File: config.mk
export PLATFORM = sky130hd
export DESIGN_NAME = dpram_sc_ctrl
export DESIGN_NICKNAME = d
export VERILOG_FILES = /design/src/rtl/dpram_sc_ctrl.sv
export SDC_FILE = /design/constraint.sdc
export NUM_CORES = 1
export LEC_CHECK = 0
export BUFFER_PORTS_ARGS = -buffer_cell sky130_fd_sc_hd__buf_2
export CAP_MARGIN = 20
export CORE_MARGIN = 10
export CORE_UTILIZATION = 25
export CTS_CLUSTER_DIAMETER = 80
export DETAILED_ROUTE_END_ITERATION = 7
export SLEW_MARGIN = 20
export SYNTH_ARGS = -nofsm -noshare
export SYNTH_HDL_FRONTEND = slang
export SYNTH_SLANG_ARGS = --single-unit
File: constraint.sdc
create_clock -name clk -period 5.8 [get_ports clk]
set_input_delay 1.45 -clock clk [delete_from_list [all_inputs] [get_ports clk]]
set_output_delay 1.45 -clock clk [all_outputs]
set_load 0.02 [all_outputs]
File: src/rtl/dpram_sc_ctrl.sv
// Single-clock true dual-port RAM with a post-reset clear engine and fixed same-address arbitration.
// Read latency is 1 cycle; there is no back-pressure, and requests are ignored until init_done.
module dpram_sc_ctrl #(
  parameter int DATA_W   = 4,
  parameter int ADDR_W   = 4,
  parameter int RDW_MODE = 0
) (
  input  logic              clk,
  input  logic              rst,
  output logic              init_done,
  input  logic              a_en,
  input  logic              a_we,
  input  logic [ADDR_W-1:0] a_addr,
  input  logic [DATA_W-1:0] a_din,
  output logic [DATA_W-1:0] a_dout,
  output logic              a_valid,
  input  logic              b_en,
  input  logic              b_we,
  input  logic [ADDR_W-1:0] b_addr,
  input  logic [DATA_W-1:0] b_din,
  output logic [DATA_W-1:0] b_dout,
  output logic              b_valid,
  output logic              collision
);

  localparam int DEPTH = 2 ** ADDR_W;

  typedef enum logic {CLEAR, READY} state_t;

  state_t            state_q, state_d;
  logic [ADDR_W-1:0] clr_ptr_q, clr_ptr_d;
  logic              clr_we;

  logic [DATA_W-1:0] mem [DEPTH];

  logic a_acc, b_acc, same_addr;
  logic a_wr, b_wr, a_rd, b_rd;

  always_ff @(posedge clk) begin
    if (rst) begin
      state_q   <= CLEAR;
      clr_ptr_q <= '0;
    end else begin
      state_q   <= state_d;
      clr_ptr_q <= clr_ptr_d;
    end
  end

  always_comb begin
    state_d   = state_q;
    clr_ptr_d = clr_ptr_q;
    clr_we    = 1'b0;
    init_done = 1'b0;
    case (state_q)
      CLEAR: begin
        clr_we    = 1'b1;
        clr_ptr_d = clr_ptr_q + 1'b1;
        if (clr_ptr_q == {ADDR_W{1'b1}}) state_d = READY;
      end
      READY: begin
        init_done = 1'b1;
      end
      default: state_d = CLEAR;
    endcase
  end

  assign a_acc     = a_en & init_done;
  assign b_acc     = b_en & init_done;
  assign same_addr = (a_addr == b_addr);
  assign a_wr      = a_acc & a_we;
  // Port A wins a write/write conflict; B's write is simply dropped.
  assign b_wr      = b_acc & b_we & ~(a_wr & same_addr);
  assign a_rd      = a_acc & ~a_we;
  assign b_rd      = b_acc & ~b_we;

  // The clear engine owns the array while in CLEAR; reset itself never touches contents.
  always_ff @(posedge clk) begin
    if (!rst && clr_we) begin
      mem[clr_ptr_q] <= '0;
    end else if (!rst) begin
      if (a_wr) mem[a_addr] <= a_din;
      if (b_wr) mem[b_addr] <= b_din;
    end
  end

  always_ff @(posedge clk) begin
    if (rst) begin
      a_dout    <= '0;
      b_dout    <= '0;
      a_valid   <= 1'b0;
      b_valid   <= 1'b0;
      collision <= 1'b0;
    end else begin
      a_valid   <= a_rd;
      b_valid   <= b_rd;
      collision <= a_acc & b_acc & same_addr & (a_we | b_we);
      if (a_rd) begin
        if (RDW_MODE != 0 && b_wr && same_addr) a_dout <= b_din;
        else                                    a_dout <= mem[a_addr];
      end
      if (b_rd) begin
        if (RDW_MODE != 0 && a_wr && same_addr) b_dout <= a_din;
        else                                    b_dout <= mem[b_addr];
      end
    end
  end

endmodule
==> impl_metrics.env <==
export IMPL_worstSetupPathType="input port to flop"
export IMPL_synth_warnings=0
export IMPL_die_x_um=162
export IMPL_initial_utilization_pct=25.6
export IMPL_dpl_instance_area_mm2=0.00537
export IMPL_antenna_found_initial=0
export IMPL_io_pin_count=34
export IMPL_rsz0062_at_grt="false"
export IMPL_die_area_mm2=0.0262
export IMPL_timing_hold_worst_endpoint="a_dout[3]"
export IMPL_numCtsBuffers=9
export IMPL_seqCellArea_mm2=0.00224
export IMPL_ys_async_sr_fraction_pct=0
export IMPL_post_cts_resized=0
export IMPL_hold_viol=0
export IMPL_synth_top_area_share_pct=38.2
export IMPL_dieHeight_um=162
export IMPL_fin_crit_sh_pct=62.1
export IMPL_fin_nets=418
export IMPL_skew_ns=0.00691
export IMPL_total_power_mw=1.31
export IMPL_fill_cells=2025
export IMPL_cts_root_buf="clkbuf_16"
export IMPL_finalWeightedCongestion=0.866
export IMPL_setup_viol=0
export IMPL_vias_per_cell=5.25
export IMPL_dpl_hpwl_um=10800
export IMPL_fin_crit_ns=3.60
export IMPL_reg2reg_from="state_q"
export IMPL_cts_tree="done"
export IMPL_grt_pass1_wl_um=22300
export IMPL_synth_cells=381
export IMPL_tightest_slew_ns=1.10
export IMPL_post_cts_buffers=0
export IMPL_critical_path_arrival_ns=3.60
export IMPL_slew_viol_final=0
export IMPL_reg2regPathDepth=4
export IMPL_path_clk_slew_ns=0.06
export IMPL_cp_required_ns=5.80
export IMPL_synth_avg_cell_area_um2=13.2
export IMPL_timing_hold_ws_ns=0.471
export IMPL_synth_area_mm2=0.00503
export IMPL_track_usage_pct=11.1
export IMPL_r2r_end="mem[15][3]"
export IMPL_hold_path_class="flop to flop"
export IMPL_multi_input_area_mm2=0.00262
export IMPL_grt_overflow_total=0
export IMPL_areaGrowthSynthToFinish_pct=12.8
export IMPL_timing_fmax_mhz=278
export IMPL_netlist_top_cell_by_area="edfxtp_1"
export IMPL_maxCapViolCount=0
export IMPL_hold_depth=1
export IMPL_hp_start="a_dout[3]"
export IMPL_drtIter0Drc=309
export IMPL_clock_sinks=80
export IMPL_synth_edf_count=64
export IMPL_insertion_delay_ns=0.35
export IMPL_grt_max_degree=29
export IMPL_drive_gt1_share_pct=33.0
export IMPL_yosysMostFrequentCell="edfxtp_1"
export IMPL_timing_critical_path_from_type="input port"
export IMPL_ff2ff_setup_slack_ns=3.00
export IMPL_diodes=0
export IMPL_power_density_mw_per_mm2=231
export IMPL_wl_per_cell_um=21.9
export IMPL_yosys_most_used_dff="edfxtp_1"
export IMPL_path_max_fanout=28
export IMPL_via_count=3491
export IMPL_synthTopCellsByCount="edfxtp_1, mux2_2, mux2i_1"
export IMPL_cp_end_kind="flop"
export IMPL_synth_area_top_cells="edfxtp_1, mux2_2, mux4_2, dfxtp_1, mux2i_1"
export IMPL_drc=0
export IMPL_synth_seq_cells=80
export IMPL_hold_buffers=0
export IMPL_dr_pass1_iters=5
export IMPL_core_area_mm2=0.0197
export IMPL_fin_tns_setup_ns=0
export IMPL_status="complete, no violations"
export IMPL_synth_cell_type_count=49
export IMPL_h_tree_depth=3
export IMPL_ys_seq_area_share_pct=44.6
export IMPL_port_buffers=33
export IMPL_clock_path_buffers=2
export IMPL_grt_pass1_vias=3544
export IMPL_rows=51
export IMPL_design_area_mm2=0.00567
export IMPL_fin_util_pct=28.9
export IMPL_relSlewSlack_pct=26.7
export IMPL_power_leakage_nw=2.15
export IMPL_detail_route_antenna_nets=0
export IMPL_wl_um=14600
export IMPL_vdd_ir_drop_max_mv=0.130
export IMPL_syn_nets=404
## area by class of cell
cell class / count / share of cell area, %
inverters: 3 / 0.199
repair buffers: 34 / 3.05
clock inverters: 7 / 1.26
clock buffers: 9 / 3.97
flip-flops and latches: 80 / 39.5
well taps: 265 / 5.85
multi-input cells: 267 / 46.1
## where the power goes
group | switching, mW | total (mW) | internal, mW
clock | 0.240 | 0.574 | 0.334
sequential | 0.00613 | 0.625 | 0.619
combinational | 0.0725 | 0.112 | 0.0391
## per-layer routing
layer / track usage [%] / vias up / share of wire, %
met5: 0 / - / 0
met4: 5.87 / 0 / 4.4
met3: 3.01 / 39 / 7.0
met2: 16.6 / 164 / 45
met1: 14.3 / 1755 / 44
li1: - / 1533 / -
## state kept, by name, summed over array words and instances, names as in the netlist
signal	cells
b_valid	1
clr_ptr_q	4
b_dout	4
a_dout	4
collision	1
state_q	1
mem	64
a_valid	1
## cells in the final DEF (no fill, tap or decap), drive strengths merged, types with 5 or more instances in the layout
cell	n
a31oi	5
mux2i	30
o2111ai	12
mux4	21
o22ai	6
nor2	29
buf	34
and2	5
mux2	65
edfxtp	64
dfxtp	16
clkbuf	9
nand2	11
clkinv	5
o21ai	25
xnor2	5
## logic make-up after synthesis
logic type | share of synthesized area [%]
flops | 44.6
buf+inv | 3.36
mux | 29.9
xor+xnor | 1.52
compound gates | 11.7
fa+ha+maj | 0.249
simple gates | 8.59
## worst max path at each step
stage               startpoint    endpoint  slack [ns]
finish               b_addr[2]   mem[4][0]        2.20
CTS                  b_addr[2]  mem[15][3]        2.20
detailed placement   b_addr[2]  mem[15][0]        1.84
floorplan                  rst  mem[10][0]        2.68
global placement     b_addr[2]   mem[1][1]        1.94
global route         b_addr[2]   mem[1][0]        2.08
## through the flow
stage | cells | setup slack, ns
floorplan | 381 | 2.68
global placement | 649 | 1.94
detailed placement | 649 | 1.84
CTS | 665 | 2.20
global route | 665 | 2.08
finish | 665 | 2.20
## worst max-delay path, stage by stage
cell       delay, ns
buf_2           0.59
xnor2_2         0.21
nand4_4         0.44
o2111ai_2       0.51
o21ai_0         0.37
Note: power is estimated with default switching activity, not from simulation.
